[src/rtl/led_pattern_sequencer_pkg.sv]
// Shared types for the LED pattern sequencer: modes, parser states, command opcodes
// and the pattern advance rule used by both automatic and single steps.
package led_seq_pkg;

    typedef enum logic [1:0] {
        MODE_STOP   = 2'd0,
        MODE_ROTATE = 2'd1,
        MODE_COUNT  = 2'd2,
        MODE_FILL   = 2'd3
    } mode_t;

    typedef enum logic {
        PARSE_IDLE     = 1'b0,
        PARSE_WAIT_PAT = 1'b1
    } parse_state_t;

    localparam logic [1:0] OP_SET_MODE   = 2'b00;
    localparam logic [1:0] OP_SET_PERIOD = 2'b01;
    localparam logic [1:0] OP_LOAD       = 2'b10;
    localparam logic [1:0] OP_SINGLE     = 2'b11;

    // STOP falls through to the FILL rule so a single-step while stopped still moves the bank.
    function automatic logic [7:0] next_pattern(input mode_t mode, input logic [7:0] leds);
        logic [7:0] result;
        case (mode)
            MODE_ROTATE: result = (leds == 8'h00) ? 8'h01 : {leds[6:0], leds[7]};
            MODE_COUNT:  result = leds + 8'h01;
            MODE_FILL:   result = (leds == 8'hFF) ? 8'h00 : {1'b1, leds[7:1]};
            default:     result = (leds == 8'hFF) ? 8'h00 : {1'b1, leds[7:1]};
        endcase
        return result;
    endfunction

endpackage

[src/rtl/led_pattern_sequencer_tick_prescaler.sv]
// Free-running prescaler: counts 0..TICK_DIV-1 and emits a registered one-cycle TICK on each wrap.
module tick_prescaler #(
    parameter int TICK_DIV = 10_000_000
) (
    input  logic CLK,
    input  logic RESET,
    output logic TICK
);

    localparam int CNT_W = (TICK_DIV > 1) ? $clog2(TICK_DIV) : 1;
    localparam logic [CNT_W-1:0] LAST_COUNT = CNT_W'(TICK_DIV - 1);

    logic [CNT_W-1:0] cnt_r;
    logic             tick_r;

    // Prescale counter with the wrap pulse registered alongside it.
    always_ff @(posedge CLK or posedge RESET) begin
        if (RESET) begin
            cnt_r  <= '0;
            tick_r <= 1'b0;
        end else if (cnt_r == LAST_COUNT) begin
            cnt_r  <= '0;
            tick_r <= 1'b1;
        end else begin
            cnt_r  <= cnt_r + CNT_W'(1);
            tick_r <= 1'b0;
        end
    end

    assign TICK = tick_r;

endmodule

[src/rtl/led_pattern_sequencer.sv]
// LED bank sequencer: byte-command parser, step counter and pattern register.
// The tick prescaler is the only sub-block; everything else is sequenced here.
module led_pattern_sequencer
    import led_seq_pkg::*;
#(
    parameter int         TICK_DIV   = 10_000_000,
    parameter logic [1:0] RESET_MODE = 2'd3,
    parameter int         LED_W      = 8
) (
    input  logic             CLK,
    input  logic             RESET,
    input  logic             CMD_VALID,
    input  logic [7:0]       CMD_DATA,
    output logic             CMD_READY,
    output logic [LED_W-1:0] LEDS,
    output logic             TICK,
    output logic             STEP,
    output logic [1:0]       MODE
);

    logic             tick_s;
    logic             accept_s;
    logic             step_due_s;
    logic             set_mode_s;
    logic             set_period_s;
    logic             load_op_s;
    logic             single_s;
    logic             load_data_s;

    logic [5:0]       period_r;
    logic [5:0]       step_cnt_r;
    logic [LED_W-1:0] leds_r;
    mode_t            mode_r;
    parse_state_t     state_r;
    logic             ready_r;
    logic             step_r;

    tick_prescaler #(.TICK_DIV(TICK_DIV)) u_prescaler (
        .CLK   (CLK),
        .RESET (RESET),
        .TICK  (tick_s)
    );

    assign accept_s   = CMD_VALID && ready_r;
    assign step_due_s = tick_s && (step_cnt_r == (period_r - 6'd1));

    // Decode the accepted byte: opcode in IDLE, raw pattern data in WAIT_PAT.
    always_comb begin
        set_mode_s   = 1'b0;
        set_period_s = 1'b0;
        load_op_s    = 1'b0;
        single_s     = 1'b0;
        load_data_s  = 1'b0;
        if (accept_s && (state_r == PARSE_IDLE)) begin
            case (CMD_DATA[7:6])
                OP_SET_MODE:   set_mode_s   = 1'b1;
                OP_SET_PERIOD: set_period_s = 1'b1;
                OP_LOAD:       load_op_s    = 1'b1;
                OP_SINGLE:     single_s     = 1'b1;
                default:       set_mode_s   = 1'b0;
            endcase
        end else if (accept_s) begin
            load_data_s = 1'b1;
        end else begin
            load_data_s = 1'b0;
        end
    end

    // Step period and tick counter; mode/period changes restart the count.
    always_ff @(posedge CLK or posedge RESET) begin
        if (RESET) begin
            period_r   <= 6'd1;
            step_cnt_r <= 6'd0;
        end else begin
            if (set_period_s) begin
                period_r <= (CMD_DATA[5:0] == 6'd0) ? 6'd1 : CMD_DATA[5:0];
            end else begin
                period_r <= period_r;
            end
            if (set_mode_s || set_period_s || step_due_s) begin
                step_cnt_r <= 6'd0;
            end else if (tick_s) begin
                step_cnt_r <= step_cnt_r + 6'd1;
            end else begin
                step_cnt_r <= step_cnt_r;
            end
        end
    end

    // Parser FSM with the LED, mode, ready and step-pulse registers it drives.
    // A LEDS-writing command beats a coincident automatic step; the step uses the old mode.
    always_ff @(posedge CLK or posedge RESET) begin
        if (RESET) begin
            state_r <= PARSE_IDLE;
            leds_r  <= '0;
            mode_r  <= mode_t'(RESET_MODE);
            ready_r <= 1'b0;
            step_r  <= 1'b0;
        end else begin
            ready_r <= 1'b1;
            if (load_data_s) begin
                leds_r <= CMD_DATA;
                step_r <= 1'b0;
            end else if (single_s || (step_due_s && (mode_r != MODE_STOP))) begin
                leds_r <= next_pattern(mode_r, leds_r);
                step_r <= 1'b1;
            end else begin
                leds_r <= leds_r;
                step_r <= 1'b0;
            end
            if (set_mode_s) begin
                mode_r <= mode_t'(CMD_DATA[1:0]);
            end else begin
                mode_r <= mode_r;
            end
            case (state_r)
                PARSE_IDLE:     state_r <= load_op_s ? PARSE_WAIT_PAT : PARSE_IDLE;
                PARSE_WAIT_PAT: state_r <= load_data_s ? PARSE_IDLE : PARSE_WAIT_PAT;
                default:        state_r <= PARSE_IDLE;
            endcase
        end
    end

    assign CMD_READY = ready_r;
    assign LEDS      = leds_r;
    assign TICK      = tick_s;
    assign STEP      = step_r;
    assign MODE      = mode_r;

endmodule

[config.mk]
export PLATFORM = sky130hd
export DESIGN_NAME = led_pattern_sequencer
export DESIGN_NICKNAME = d
export VERILOG_FILES = /design/src/rtl/led_pattern_sequencer_pkg.sv /design/src/rtl/led_pattern_sequencer_tick_prescaler.sv /design/src/rtl/led_pattern_sequencer.sv
export SDC_FILE = /design/constraint.sdc
export NUM_CORES = 1
export LEC_CHECK = 0
export BUFFER_PORTS_ARGS = -buffer_cell sky130_fd_sc_hd__buf_2
export CORE_ASPECT_RATIO = 0.9
export CORE_MARGIN = 2
export CORE_UTILIZATION = 30
export DETAILED_ROUTE_END_ITERATION = 10
export REMOVE_ABC_BUFFERS = 1
export SYNTH_ARGS = -nofsm -noshare
export SYNTH_HDL_FRONTEND = slang
export SYNTH_HIERARCHICAL = 1
export SYNTH_SLANG_ARGS = --single-unit
[constraint.sdc]
create_clock -name CLK -period 2.16 [get_ports CLK]
set_input_delay 0.648 -clock CLK [delete_from_list [all_inputs] [get_ports CLK]]
set_output_delay 0.648 -clock CLK [all_outputs]
set_load 0.01 [all_outputs]
# Word-level counts from Yosys, hierarchy flattened
# Index checks and enable logic that the tools add are counted.
[word_totals] n_memories=0 output_inout_bits=13 mem_bits_ro=0 wordCells=60 ff_bits=50 mem_bits_rw=0 latchBits=0
[classes] shifts=0 div_mod_pow=0 muxes=25 n_reduce_logical=13 n_addsub=4 n_bitwise=1 order_cmp=0 multipliers=0 eq_ne=8
[op_table] cell="8-bit 2-to-1 mux" count=4
[op_table] cell="24-bit by 1-bit adder with 24-bit output, second input constant" count=1
[op_table] cell="24-bit equality test, second input constant" count=1
[op_table] cell="24-bit 2-to-1 mux" count=1
[op_table] cell="6-bit 2-to-1 mux" count=3
[op_table] cell="8-bit case mux with 2 select lines" count=1
[op_table] cell="1-bit 2-to-1 mux" count=15
[op_table] cell="8-bit by 1-bit adder with 8-bit output, second input constant" count=1
[op_table] cell="8-bit equality test, second input constant" count=1
[op_table] cell="8-bit logical NOT" count=1
[op_table] cell="6-bit by 1-bit adder with 6-bit output, second input constant" count=1
[op_table] cell="2-bit equality test, second input constant" count=3
[op_table] cell="6-bit equality test" count=1
[op_table] cell="6-bit logical NOT" count=1
[op_table] cell="2-bit nonzero test" count=3
[op_table] cell="6-bit by 1-bit subtractor with 6-bit output, second input constant" count=1
[op_table] cell="2-bit by 1-bit equality test with 1-bit output, second input constant" count=2
[op_table] cell="1-bit logical AND" count=4
[op_table] cell="1-bit logical OR" count=3
[op_table] cell="2-bit logical NOT" count=1
[op_table] cell="1-bit case mux with 2 select lines" count=1
[op_table] cell="1-bit inverter" count=1

# Depth between registers and ports, before layout
# Gate-level depths: netlist of the first run.
[depth] depth_word=7 depth_mapped=9 ltp_nobuf=7

# Cells and area by module
# Netlist of the first run, hierarchy kept.
[modules_own_cells] module="led_pattern_sequencer" area_per_inst_um2=1789.2 instances=1 cells_per_inst=198
[modules_own_cells] module="tick_prescaler" area_per_inst_um2=1219.9 instances=1 cells_per_inst=116

# Least setup slack after synthesis of the first run
# OpenSTA, ideal clock, no wires.
[synth_timing] kind="flip-flop to flip-flop" from="register period_r[0]" to="register leds_r[0], in the netlist LEDS[0]" path_stages_with_launch=9 required_time_ps=2080 t_arrival_ps=1965 setup_slack_ps=115 synth_period_minus_slack_ps=2045 path_buffers=1 cell_sequence="dfstp_2 inv_1 ha_1 xor2_1 nor2b_1 o2111ai_2 o22a_1 buf_6 o211ai_2"
[synth_between] elab_chain_len=6
[synth_lines] item="start: declaration" line="led_pattern_sequencer.sv:30" source="logic [5:0] period_r;"
[synth_lines] item="start signal: assignment" line="led_pattern_sequencer.sv:76" source="period_r <= (CMD_DATA[5:0] == 6'd0) ? 6'd1 : CMD_DATA[5:0];"
[synth_lines] item="start signal: assignment" line="led_pattern_sequencer.sv:78" source="period_r <= period_r;"
[synth_lines] item="6-bit by 1-bit subtractor with 6-bit output" line="led_pattern_sequencer.sv:45" source="assign step_due_s = tick_s && (step_cnt_r == (period_r - 6'd1));"
[synth_lines] item="6-bit equality test" line="led_pattern_sequencer.sv:45"
[synth_lines] item="1-bit logical AND" line="led_pattern_sequencer.sv:45"
[synth_lines] item="1-bit logical AND" line="led_pattern_sequencer.sv:104" source="end else if (single_s || (step_due_s && (mode_r != MODE_STOP))) begin"
[synth_lines] item="1-bit logical OR" line="led_pattern_sequencer.sv:104"
[synth_lines] item="2-bit nonzero test (no line)"
[synth_lines] item="end signal: assignment" line="led_pattern_sequencer.sv:105" source="leds_r <= next_pattern(mode_r, leds_r);"
[synth_lines] item="end signal: assignment" line="led_pattern_sequencer.sv:108" source="leds_r <= leds_r;"
[synth_lines] item="end: declaration" line="led_pattern_sequencer.sv:32" source="logic [LED_W-1:0] leds_r;"
# Every way passes these cells.
# A chain may end at the register's enable or synchronous reset.

# Worst setup path after layout of the first run
[layout_timing] from="register mode_r[1], in the netlist MODE[1]" to="register leds_r[7], in the netlist LEDS[7]"
[layout_between] elab_chain_len=4 elab_cells_between_ends=9
[layout_lines] item="start: declaration" line="led_pattern_sequencer.sv:33" source="mode_t mode_r;"
[layout_lines] item="start signal: assignment" line="led_pattern_sequencer.sv:96" source="mode_r <= mode_t'(RESET_MODE);"
[layout_lines] item="start signal: assignment" line="led_pattern_sequencer.sv:112" source="mode_r <= mode_t'(CMD_DATA[1:0]);"
[layout_lines] item="start signal: assignment" line="led_pattern_sequencer.sv:114" source="mode_r <= mode_r;"
[layout_lines] item="2-bit equality test, or another cell as far along" line="led_pattern_sequencer_pkg.sv:25" source="case (mode)"
[layout_lines] item="8-bit case mux with 2 select lines or 1-bit logical AND (tied branches)" line="led_pattern_sequencer_pkg.sv:25, led_pattern_sequencer.sv:104"
[layout_lines] item="8-bit 2-to-1 mux or 1-bit logical OR (tied branches)" line="led_pattern_sequencer.sv:104"
[layout_lines] item="8-bit 2-to-1 mux or 2-bit nonzero test (tied branches)"
# Several ways; a longest one is shown, not always the timed one. The select of a mux whose other input is x is not followed.

==> results.toml, run 1 <==
[sta]
max_slew_margin = 0.468
fmax_mhz = 481
setup_ws_ps = 81.3
skew_ps = 12.1
timing.final.crit_share = 0.962
tns_ps = 0
rsz0062_at_grt = "false"
finalSetupViolations = 0
final_max_slew_viol_count = 0
tightest_slew_ps = 798
final.min_clock_period_ps = 2080
hold_viol = 0

[setup_path]
required_ps = 2390
end_kind = "register"
worst-path-max-fanout = 4
arrival_ps = 2310
worstSetupPathType = "reg2reg"
startpoint_type = "register"

[clock_tree]
clkSinkCount = 50
cts_tree = "done"
cts_made_buffers = 5
cts-root-buf = "clkbuf_8"
clock_latency_ps = 300
clock_path_buffers = 2
clkTransAtPathRegs_ps = 100
h-tree-depth = 2
cts_hold_buf = 0

[die]
initial_core_util = 0.310
die_area_um2 = 10800
num_io_pins = 24
die_x_um = 110
rows = 34
fp.coreArea_um2 = 9700
die_h_um = 99.0

[logic_synthesis]
async_flop_share = 1.00
synth.top_cells.by_area = "dfrtp_1 (39%), xor2_1 (5.5%), nand3_1 (3.5%)"
yosysSeqAreaShare = 0.417
synth_area_um2 = 3010
ys_seq_elements = 50
avgSynthCellArea_um2 = 9.58
synth.largest_area_cell = "dfrtp_1"
synth_edf_count = 0
ys_warn_count = 6
syn_inst = 314
synth_cell_types = 55
ys.flop_type = "dfrtp_1"
synth_top_cell_area_share = 0.391

[run]
cap_violations = 0

[finish]
design_area_um2 = 3430
area_growth_pct = 13.9
nets = 360
drive_above_1_share = 0.225
final_util = 0.353
antennaDiodeCount = 0

[power]
power_leakage_nw = 1.44
powerDensity_nw_per_um2 = 794
vdd_drop_max_v = 0.000433
finalPower_w = 0.00272

[grt]
antenna_found_initial = 0
grt_pass1_vias = 2392
gr-total-overflow = 0
grt_pass1_wl_um = 11900
grt.total_usage = 0.136
grt_max_degree = 26

[routing]
antenna_left = 0
viasPerCell = 5.27
routedWlPerCell_um = 14.9
routed_wl_um = 6950
dr.pass1.iters = 4
drc = 0
vias = 2468
drtIter0Drc = 152

[status]
run_status = "completed"

[placement]
io_buffers = 23
dp_hpwl_um = 4970
dp_slack_ps = 1.85
gp_congestion = 0.822
dpl-instance-area_um2 = 3280

[worst_hold_path]
hold_path_class = "in2async"
-- per-stage QoR --
stage	cells	hold WS, ps
detailed placement	458	478
floorplan	299	455
CTS	466	391
finish	468	379
global route	468	411
global placement	458	475
-- layout by cell type, fill, tap and decap left out, types with 3 or more instances in the layout --
master and n:
xor2_1 19, buf_2 23, nand4_1 11, a21oi_1 8, nand3_1 21, nor2b_1 3, nor4_1 4, or4_1 5
dfstp_2 3, or3_1 4, o31ai_1 3, inv_1 12, and4_1 3, and2_1 4, nor4b_1 3, dfrtp_1 47
ha_1 7, xnor2_1 11, nor3_1 8, buf_4 11, clkbuf_8 5, o221ai_1 4, mux2_2 5, o211ai_2 7
o21ai_0 16, o221ai_2 5, nand2_1 26, nor2_1 23
-- per-layer routing --
layer,vias up,wire [um],track usage,part of all wire
li1,1204,-,-,-
met3,6,290,0.0251,0.042
met5,-,0,0,0
met4,0,76,0.0321,0.011
met1,1201,3220,0.187,0.46
met2,57,3370,0.221,0.48
-- cells by family (layout without fill, tap and decap cells) --
logic type,after synthesis,in the layout,synth area share
xor+xnor,30,30,0.0873
fa+ha+maj,8,8,0.0333
simple gates,129,129,0.237
other cells,1,1,0.00125
compound gates,62,62,0.158
buf+inv,27,55,0.0403
flops,50,50,0.417
mux,7,7,0.0254
-- synth_stat cells (4+ instances only) --
cell type / number
clkbuf_1: 9
a21oi_1: 8
nand3_1: 21
ha_1: 8
or4_1: 5
xor2_1: 19
xnor2_1: 11
nand2_1: 26
nor2_1: 23
dfrtp_1: 47
o21ai_0: 16
nand4_1: 11
o221ai_1: 8
nor2b_1: 4
and2_1: 4
nor3_1: 8
mux2_2: 5
or3_1: 4
o211ai_2: 7
nor4_1: 4
inv_1: 12
-- registers in the layout (all words and copies together) (netlist names) --
name and flops:
period_r 6, CMD_READY 1, step_cnt_r 6, u_prescaler/TICK 1
LEDS 8, state_r 1, STEP 1, MODE 2
u_prescaler/cnt_r 24
-- area by class of cell --
| class | instances | area, um2 |
|---|---|---|
| clock buffer | 5 | 68.8 |
| clock inverter | 3 | 21.3 |
| fill | 993 | 6270 |
| inverter | 12 | 45.0 |
| multi-input combinational | 237 | 1670 |
| sequential | 50 | 1250 |
| tap | 126 | 158 |
| timing repair buffer | 35 | 209 |
-- report_power, final --
| group | total (W) | internal, W | switching (W) | leakage, nW |
|---|---|---|---|---|
| logic | 0.000914 | 0.000418 | 0.000495 | 0.742 |
| clock network | 0.000557 | 0.000229 | 0.000328 | 0.0441 |
| registers | 0.00125 | 0.00105 | 0.000207 | 0.650 |
| total | 0.00272 | 0.00169 | 0.00103 | 1.44 |
-- worst paths after layout --
kind,endpoint,startpoint,slack (ps),cells after the start
hold reg to reg,u_prescaler/cnt_r[0]$_DFF_PP0_,u_prescaler/cnt_r[0]$_DFF_PP0_,490,1
setup / recovery,LEDS[7]$_DFFE_PP0P_,MODE[1]$_DFFE_PP1P_,80,6
max in group asynchronous,MODE[0]$_DFFE_PP1P_,RESET,1480,3
hold / removal,step_cnt_r[4]$_DFFE_PP0P_,RESET,380,3
min in group CLK,u_prescaler/cnt_r[0]$_DFF_PP0_,u_prescaler/cnt_r[0]$_DFF_PP0_,490,1
setup reg to reg,LEDS[7]$_DFFE_PP0P_,MODE[1]$_DFFE_PP1P_,80,6
-- timing repair --
action | CTS | global route
hold endpoints to repair | 0 | 0
pin swaps | 0 | 0
endpoints found under the setup margin | 8 | 9
gates cloned | 0 | 0
gates resized for setup | 1 | 8
setup buffers | 0 | 2
-- worst max-delay path, cell delays in order (launching register included) --
cell and delay, ps:
dfstp_2 560, inv_1 70, ha_2 400, nand2_1 110
or4_1 510, a31o_1 230, o211ai_2 130
No activity file was read; power rests on OpenSTA's default activity.
==> run 2: changes to the inputs <==
--- a/config.mk
+++ b/config.mk
@@ -5,12 +5,13 @@
 export SDC_FILE = /design/constraint.sdc
 export NUM_CORES = 1
 export LEC_CHECK = 0
+export ABC_AREA = 1
 export BUFFER_PORTS_ARGS = -buffer_cell sky130_fd_sc_hd__buf_2
 export CORE_ASPECT_RATIO = 0.9
 export CORE_MARGIN = 2
 export CORE_UTILIZATION = 30
+export CTS_BUF_LIST = sky130_fd_sc_hd__clkbuf_8
 export DETAILED_ROUTE_END_ITERATION = 10
-export REMOVE_ABC_BUFFERS = 1
 export SYNTH_ARGS = -nofsm -noshare
 export SYNTH_HDL_FRONTEND = slang
 export SYNTH_HIERARCHICAL = 1
==> results.toml, run 2 <==
[setup_path]
cp-startpoint = "period_r[0]$_DFFE_PP1P_"
startpoint_type = "register"
cp_common_cell = "nand2_1"
crit_buf_inv = 2
end_kind = "register"
worstPathCellList = "inv_2, ha_1, nand2_1, inv_1, nor2_4, nand3_2, nor2_4, nand4_4, nand3_4, nand2_1, nand2_1"
cp_top_family = "simple AND/OR/NAND/NOR gates"
cpPeakStageDelay_ps = 560
arrival_ps = 2180
required_ps = 2410
slowest_stage = "dfstp_2"
worstSetupPathType = "reg2reg"
worst-path-max-fanout = 10
r2r-start = "period_r[0]$_DFFE_PP1P_"

[power]
vdd_drop_max_v = 0.000244
powerDensity_nw_per_um2 = 777
power_leakage_nw = 1.93

[grt]
gr-total-overflow = 0
antenna_found_initial = 0
grt_pass1_wl_um = 13300
grt.total_usage = 0.133
grt_max_degree = 26
grt_pass1_vias = 2938

[logic_synthesis]
synth_most_common_cell = "nand2_1"
yosysSeqAreaShare = 0.369
synth_edf_count = 0
ys_seq_elements = 50
synth_cell_types = 34
syn_inst = 496
synth.largest_area_cell = "dfrtp_1"
synth.top_cells.by_area = "dfrtp_1 (35%), nand2_1 (19%), nor2_1 (7.3%)"
synth_top_cell_area_share = 0.345
ys_warn_count = 6
synth_area_um2 = 3400
avgSynthCellArea_um2 = 6.86
ys.flop_type = "dfrtp_1"
syn-num-nets = 515
async_flop_share = 1.00
synth_commonest_cells = "nand2_1 (171), nor2_1 (66), inv_1 (53), dfrtp_1 (47), nand3_1 (36)"

[routing]
routed_wl_um = 7700
routedWlPerCell_um = 11.4
dr.pass1.iters = 4
viasPerCell = 4.55
vias = 3070
drtIter0Drc = 188
antenna_left = 0
drc = 0

[finish]
largest_reg_flops = 24
largest_register = "u_prescaler/cnt_r"
nets = 540
antennaDiodeCount = 0
area_growth_pct = 11.1
drive_above_1_share = 0.148
fillers = 1180
final_cell_mix = "nand2_1 (171), nor2_1 (66), inv_1 (54), dfrtp_1 (47), nand3_1 (36)"
final_common_cell = "nand2_1"

[placement]
dp_slack_ps = 262
io_buffers = 23
gp_congestion = 0.884
dp_hpwl_um = 5900

[sta]
skew_ps = 7.04
fmax_mhz = 518
final.min_clock_period_ps = 1930
tns_ps = 0
hold_viol = 0
setup_ws_ps = 230
rsz0062_at_grt = "false"
final_max_slew_viol_count = 0
timing.final.crit_share = 0.894
finalSetupViolations = 0

[die]
rows = 36
die_x_um = 116
die_area_um2 = 12200
num_io_pins = 24
die_h_um = 105
fp.coreArea_um2 = 10900
initial_core_util = 0.311

[clock_tree]
post_cts_resized = 0
clkSinkCount = 50
cts_tree = "done"
cts_made_buffers = 5
cts_hold_buf = 0
cts_setup_buffers = 0
clkTransAtPathRegs_ps = 90
clock_latency_ps = 310
cts-root-buf = "clkbuf_8"
clock_path_buffers = 2
h-tree-depth = 2

[run]
cap_violations = 0

[worst_hold_path]
hold_path_class = "in2async"

[status]
run_status = "completed"
## run 2: cell types whose count changed in the layout (fill, tap and decap cells not counted), moves of 7 or more
| cell | previous run | this run |
|---|---|---|
| nor2_2 | 0 | 8 |
| o21ai_0 | 16 | 6 |
| nand2_1 | 26 | 171 |
| xnor2_1 | 11 | 2 |
| buf_4 | 11 | 3 |
| inv_1 | 12 | 54 |
| nor2_1 | 23 | 66 |
| nand3_1 | 21 | 36 |
| nand2_2 | 0 | 7 |
| o211ai_2 | 7 | 0 |
| inv_2 | 0 | 9 |
## run 2: tightest hold or removal path, delay by kind of cell
family / cells / cell delay [ps]
buffers and inverters: 3 / 450
## run 2: path summary, 6_finish.rpt
check / end / slack (ps) / cells after the start
max in group asynchronous: MODE[0]$_DFFE_PP1P_ / 1470 / 3
worst min-delay path: u_prescaler/cnt_r[16]$_DFF_PP0_ / 380 / 3
min in group CLK: period_r[0]$_DFFE_PP1P_ / 520 / 2
worst max register to register: LEDS[2]$_DFFE_PP0P_ / 230 / 11
worst min register to register: period_r[0]$_DFFE_PP1P_ / 520 / 2
worst max-delay path: LEDS[2]$_DFFE_PP0P_ / 230 / 11
## run 2: cell type report
| cell class | count | area, um2 | share of cell area |
|---|---|---|---|
| tap | 152 | 190 | 0.0503 |
| sequential | 50 | 1250 | 0.332 |
| inverter | 64 | 240 | 0.0635 |
| clock buffer | 6 | 82.6 | 0.0218 |
| multi-input combinational | 374 | 1870 | 0.494 |
| timing repair buffer | 26 | 138 | 0.0364 |
| clock inverter | 2 | 8.76 | 0.00231 |
## run 2: where the power goes
part / leakage, nW / switching, W / internal [W]
clock network: 0.0524 / 0.000325 / 0.000255
logic: 1.22 / 0.000673 / 0.000405
registers: 0.653 / 0.000205 / 0.00108
total: 1.93 / 0.00120 / 0.00174
## run 2: through the flow
step                power [W]  hold WS (ps)  instance area [um2]   util  cells
floorplan             0.00211           462                 3400      -    496
global placement      0.00236           502                 3690  0.337    666
detailed placement    0.00239           503                 3690  0.337    666
CTS                   0.00299           381                 3780  0.346    674
global route          0.00320           409                 3780  0.346    674
finish                0.00294           383                 3780  0.346    674
## run 2: metal layers
layer | up-vias | wire, um | track usage | share of wire
li1 | 1587 | - | - | -
met5 | - | 0 | 0 | 0
met1 | 1432 | 3810 | 0.179 | 0.49
met2 | 43 | 3580 | 0.217 | 0.46
met4 | 0 | 68 | 0.0315 | 0.0088
met3 | 8 | 240 | 0.0290 | 0.031
## run 2: kinds of logic after synthesis
kind of cell / count (synthesis) / share of synthesized area
other: 1 / 0.00110
AND/OR/NAND/NOR: 327 / 0.441
flip-flops: 50 / 0.369
multiplexers: 1 / 0.00331
buffers and inverters: 72 / 0.0823
AO/OA/AOI/OAI: 20 / 0.0301
XOR/XNOR: 17 / 0.0437
adder cells (fa/ha/maj): 8 / 0.0294
